### src/rtl/mrs_8_unshift.sv
// rtl/mrs_8_unshift.sv - sequential inverse of the masking rotating shifter
// Rebuilds the pre-shift word one bit position per clock and flags bits lost to zero fill.
module mrs_8_unshift #(
  parameter int WIDTH = 8,
  parameter int SEL_W = 3
) (
  input  logic             clk,
  input  logic             rst_n,
  input  logic             in_valid,
  output logic             in_ready,
  input  logic [WIDTH-1:0] in_data,
  input  logic [SEL_W-1:0] in_sel,
  input  logic [1:0]       in_mode,
  output logic             out_valid,
  input  logic             out_ready,
  output logic [WIDTH-1:0] out_data,
  output logic [WIDTH-1:0] out_mask
);

  typedef enum logic [1:0] {IDLE, STEP, DONE} state_t;

  localparam logic [1:0] MODE_ROR = 2'b00;
  localparam logic [1:0] MODE_ROL = 2'b01;
  localparam logic [1:0] MODE_SHR = 2'b10;
  localparam logic [1:0] MODE_SHL = 2'b11;

  state_t           state_q, state_d;
  logic [WIDTH-1:0] data_q, data_d;
  logic [WIDTH-1:0] mask_q, mask_d;
  logic [1:0]       mode_q, mode_d;
  logic [SEL_W-1:0] cnt_q, cnt_d;

  always_ff @(posedge clk) begin
    if (!rst_n) begin
      state_q <= IDLE;
      data_q  <= '0;
      mask_q  <= '0;
      mode_q  <= 2'b00;
      cnt_q   <= '0;
    end else begin
      state_q <= state_d;
      data_q  <= data_d;
      mask_q  <= mask_d;
      mode_q  <= mode_d;
      cnt_q   <= cnt_d;
    end
  end

  always_comb begin
    state_d   = state_q;
    data_d    = data_q;
    mask_d    = mask_q;
    mode_d    = mode_q;
    cnt_d     = cnt_q;
    in_ready  = 1'b0;
    out_valid = 1'b0;

    case (state_q)
      IDLE: begin
        in_ready = 1'b1;
        if (in_valid) begin
          data_d  = in_data;
          mask_d  = '1;
          mode_d  = in_mode;
          cnt_d   = in_sel;
          state_d = (in_sel == '0) ? DONE : STEP;
        end
      end

      STEP: begin
        // Each step undoes one position of the forward shift, in the opposite direction.
        cnt_d = cnt_q - SEL_W'(1);
        case (mode_q)
          MODE_ROR: data_d = {data_q[WIDTH-2:0], data_q[WIDTH-1]};
          MODE_ROL: data_d = {data_q[0], data_q[WIDTH-1:1]};
          MODE_SHR: begin
            data_d = data_q << 1;
            mask_d = mask_q << 1;
          end
          MODE_SHL: begin
            data_d = data_q >> 1;
            mask_d = mask_q >> 1;
          end
          default: data_d = data_q;
        endcase
        if (cnt_d == '0) begin
          state_d = DONE;
        end
      end

      DONE: begin
        out_valid = 1'b1;
        if (out_ready) begin
          state_d = IDLE;
        end
      end

      default: state_d = IDLE;
    endcase
  end

  assign out_data = data_q;
  assign out_mask = mask_q;

endmodule

### config.mk
export PLATFORM = sky130hd
export DESIGN_NAME = mrs_8_unshift
export DESIGN_NICKNAME = d
export VERILOG_FILES = /design/src/rtl/mrs_8_unshift.sv
export SDC_FILE = /design/constraint.sdc
export NUM_CORES = 1
export LEC_CHECK = 0
export ABC_CLOCK_PERIOD_IN_PS = 3690
export CAP_MARGIN = 25
export CORE_UTILIZATION = 45
export DETAILED_ROUTE_END_ITERATION = 8
export GPL_TIMING_DRIVEN = 0
export HOLD_SLACK_MARGIN = 0.03
export PLACE_DENSITY = 0.75
export SYNTH_ARGS = -nofsm -noshare
export SYNTH_HDL_FRONTEND = slang
export SYNTH_SLANG_ARGS = --single-unit
### constraint.sdc
create_clock -name clk -period 3.69 [get_ports clk]
set_clock_uncertainty 0.2 [all_clocks]
set_input_delay 0.369 -clock clk [delete_from_list [all_inputs] [get_ports clk]]
set_output_delay 0.369 -clock clk [all_outputs]
set_load 0.02 [all_outputs]
# Yosys cells after proc, flatten, opt, wreduce, memory -nomap -nowiden
# Cells that the tools add are included.
# W data, S select, Z words.
word_totals:
  regBits: 23
  elab_cells: 39
  output_inout_bits: 18
  input_bits: 17
op_classes:
  n_addsub: 1
  reduce_logical: 9
  muxes: 15
  n_eq_ne: 9
op_table:
  columns: ["cell", "count"]
  rows:
  - ["$pmux W8 S2", 3]
  - ["$pmux W8 S4", 1]
  - ["$mux W8", 2]
  - ["$mux W2", 4]
  - ["$eq A2 B2 Y1 const B", 3]
  - ["$logic_not A3 Y1", 2]
  - ["$ne A2 B2 Y1 const B", 3]
  - ["$pmux W2 S3", 1]
  - ["$pmux W3 S2", 1]
  - ["$reduce_and A3 Y1", 2]
  - ["$eq A2 B1 Y1 const B", 2]
  - ["$logic_not A2 Y1", 2]
  - ["$reduce_and A2 Y1", 2]
  - ["$mux W3", 1]
  - ["$ne A3 B1 Y1 const B", 1]
  - ["$sub A3 B1 Y3 const B", 1]
  - ["$mux W1", 2]
  - ["$reduce_bool A2 Y1", 1]

# Depth between registers and ports, before layout
depth:
  word_depth: 4
  ltp_mapped: 5
  ltp_nobuf: 5

# Worst setup path before layout
# Ideal clock, no wire load.
synth_path:
  path_type: "in2reg"
  from: "input in_valid"
  to: "register cnt_q[1]"
  setup_ns: 0.128
  cell_stages: 4
  setup_slack_ns: 2.281
  path_buffers: 1
  arrival_ns: 1.080
  t_required_ns: 3.362
  cell_sequence: "buf_4 or3b_2 o21ai_0 a221oi_1"
synth_via:
  elab_chain_cells: 2
synth_rtl:
  columns: ["item", "line", "rtl"]
  rows:
  - ["start, declared", "9", "input logic in_valid,"]
  - ["$ne A2 B2 Y1 (no source line)", null, null]
  - ["$reduce_and A2 Y1 (no source line)", null, null]
  - ["end signal, assigned", "45", "cnt_q <= cnt_d;"]
  - ["end, declared", "31", "logic [SEL_W-1:0] cnt_q, cnt_d;"]
# No other way between the ends.
# A chain may end at the register's enable or synchronous reset.

# Worst setup path in the final report
layout_path:
  from: "register state_q[1]"
  to: "output out_valid"
layout_via:
  elab_chain_cells: 2
layout_rtl:
  columns: ["item", "line", "rtl"]
  rows:
  - ["start, declared", "27", "state_t state_q, state_d;"]
  - ["start signal, assigned", "41", "state_q <= state_d;"]
  - ["$eq A2 B2 Y1", "58", "case (state_q)"]
  - ["$mux W1", "58", null]
  - ["end, declared", "14", "output logic out_valid,"]
# No other way between the ends.

==> out/summary.txt <==
Status: completed
Final Hold Viols: 0
Initial antenna violation count: 0
CTS tree: done
Die area: 3090 um2
Routed vias: 1128
Wirelength per Cell: 15.4 um
Rows: 19
Routed Antenna Nets: 0
Post-Syn Instances: 127
Final nets: 185
CP max-delay cell: clkdlybuf4s50_1
Clock Path Buffers: 2
Peak supply drop: 0.000252 V
Die H: 55.6 um
Initial DRC count: 22
Fin crit share: 0.621
Seq cells post-synth: 23
XOR/XNOR Fraction of Synth Area: 0.00677
Global-route wire length before repair: 5410 um
Internal: 0.000444 W
WP buf/inv: 2
H-tree Lvls: 1
Leak Pwr: 0.660 nW
Post-cts sizing count: 0
Worst-Skew Late Latency: 0.32 ns
Worst Hold Class: flop to flop
Final Non-Filler Cells: 196
Clock share of power: 0.182
Sw Ratio: 0.322
Clock Sinks: 23
Final setup vio count: 0
CP startpoint kind: flop
Initial Utilization: 0.473
Synth top area share: 0.356
Least-Margin Pin Slew: 0.413 ns
Placed cell area: 1670 um2
Post-synth top flop: dfxtp_1
Post-route design area: 1700 um2
Min Clock Period, post-route: 2.29 ns
Synth area leader: dfxtp_1
Area Overhead vs Synth: 31.3%
Core Util, Final: 0.622
Critical path class: flop to output port
Async SR Flop Fraction: 0
RePlAce Congestion: 0.769
Post-synth top cells: 23 x dfxtp_1, 10 x o21ai_0, 9 x mux2_2, 8 x nor2_1
Cell Pwr Density: 385 nW/um2
Required @ worst endpoint: 3.12 ns
Crit Reg-Reg Startpoint: mode_q[0]$_SDFFE_PN0P_
CP Max Fanout: 10
Setup crit end kind: output port
Top-count cell post-synth: dfxtp_1
Crit path DAT: 1.72 ns
Top area cells in the synthesized netlist: dfxtp_1 36%, mux2_2 7.8%, o221a_2 6.1%
Slew Limit Fails: 0
RSZ-0062 raised after global routing: no
Number of max-cap violations: 0
Slew headroom: 0.724
Clock transition at path regs: 0.12 ns
Share of post-route cells with drive strength above 1: 0.230
Mean Syn Cell Area: 10.2 um2
Postcts setup bufs: 0
Syn_nets: 146
Gr ovfl total: 0
Register area share after synthesis: 0.356
I/O pins: 35
CP top delay family: buffers and inverters
Antenna diode count: 0
Pin count of the biggest net entering global routing: 13
TritonRoute pass-1 iters: 4
Max Freq: 436 MHz
Vias in the first global route: 1197
Vias per cell: 5.76
Worst-path cell chain: buf_4 -> nor2b_2 -> clkdlybuf4s50_1
Chip width: 55.6 um
Synth Area in Compound Gates: 0.254
# DRC: 0
GRT Resource Usage Total: 0.217
Num CTS Buffers: 3
Post-synth EDFFs: 0
Sequential power share: 0.466
Setup TNS: 0 ns
Mapped Area: 1290 um2
CTS Root Buffer Type: clkbuf_4
Cell count after placement: 192
Post-DP HPWL: 2270 um
Min-delay src: out_data[0]$_SDFFE_PN0P_
Drt total wl: 3020 um
PortBufs: 34
CP peak stage delay: 0.61 ns
Sw Pwr: 0.000211 W
Comb pwr share: 0.352
Multiplexer share of the synthesized area: 0.136
Cell variety after synth: 45
Synth warn: 0
Post-Synth Adder-Cell Area: 0.0193
# hold bufs at CTS: 0
Core area: 2730 um2
Largest family of logic cells by synthesized area: compound AO/OA/AOI/OAI gates
Crit path launch: state_q[1]$_SDFFE_PN0P_
Worst Slack Setup Final: 1.40 ns
Place WS: 1.72 ns
Synth Area in Simple Gates: 0.158
-- cells by family after synthesis --
group,Yosys count
XOR/XNOR,1
adder cells (fa/ha/maj),2
AO/OA/AOI/OAI,40
flip-flops,23
AND/OR/NAND/NOR,33
multiplexers,15
buffers and inverters,13
-- area by class of cell --
cell class / count / area [um2]
Timing Repair Buffer: 34 / 340
Clock buffer: 4 / 26.3
Fill cell: 261 / 1030
Buffer: 8 / 71.3
Tap cell: 31 / 38.8
Multi-Input combinational cell: 91 / 743
Inverter: 5 / 18.8
Sequential cell: 23 / 460
-- worst reg2reg max path, stage by stage, from the launching register on --
cell      delay (ns)
dfxtp_1         0.35
buf_6           0.16
mux2_2          0.34
a221oi_1        0.30
nor2_1          0.09
-- cells in the final DEF (no fill, tap or decap), types with 2 or more instances in the layout --
cell type | synthesis | final
clkdlybuf4s50_1 | 0 | 34
dfxtp_1 | 23 | 23
o21ai_0 | 10 | 10
mux2_2 | 9 | 9
nor2_1 | 8 | 8
a221oi_1 | 7 | 7
o221a_2 | 7 | 7
inv_1 | 4 | 4
nor2b_1 | 4 | 4
buf_6 | 3 | 3
clkbuf_1 | 2 | 3
mux2i_1 | 3 | 3
a21oi_1 | 3 | 3
nand3_1 | 3 | 3
mux2_4 | 3 | 3
clkbuf_4 | 0 | 3
buf_4 | 2 | 2
nor2b_2 | 2 | 2
nand2b_1 | 2 | 2
nand3b_1 | 2 | 2
nand2_1 | 2 | 2
nor3b_1 | 2 | 2
ha_1 | 2 | 2
-- flip-flops by register name, indices dropped and copies added, names as in the netlist --
name and flops:
cnt_q 3, mode_q 2, out_data 8, out_mask 8, state_q 2
-- per-layer routing --
metal / GRT usage / wire length, um / up-vias / share of wire
met5: 0 / 0 / - / 0
met4: 0.0714 / 29 / 0 / 0.0096
met3: 0.0488 / 109 / 4 / 0.036
met2: 0.365 / 1510 / 27 / 0.50
met1: 0.274 / 1370 / 542 / 0.45
li1: - / - / 555 / -
-- stage by stage --
stage	hold WS [ns]	total power (W)
final	0.316	0.000655
after global routing	0.350	0.000692
after global placement	0.285	0.000534
after CTS	0.318	0.000656
after detailed placement	0.295	0.000541
after floorplan	0.297	0.000452
-- power groups by stage --
stage,Clock (W),Sequential (W),Combinational (W)
2_1_floorplan,0,0.000329,0.000123
3_3_place_gp,0,0.000309,0.000225
3_5_place_dp,0,0.000311,0.000230
4_1_cts,0.000120,0.000305,0.000232
5_1_grt,0.000133,0.000310,0.000250
6_report,0.000119,0.000305,0.000231
-- final timing paths --
| path | endpoint | slack, ns | cells after the start |
|---|---|---|---|
| worst max-delay path | out_valid | 1.40 | 3 |
| worst min-delay path | out_data[0]$_SDFFE_PN0P_ | 0.32 | 2 |
| worst max register to register | out_data[2]$_SDFFE_PN0P_ | 2.13 | 4 |
| worst min register to register | out_data[0]$_SDFFE_PN0P_ | 0.32 | 2 |
Note: power is estimated with default switching activity, not from simulation.
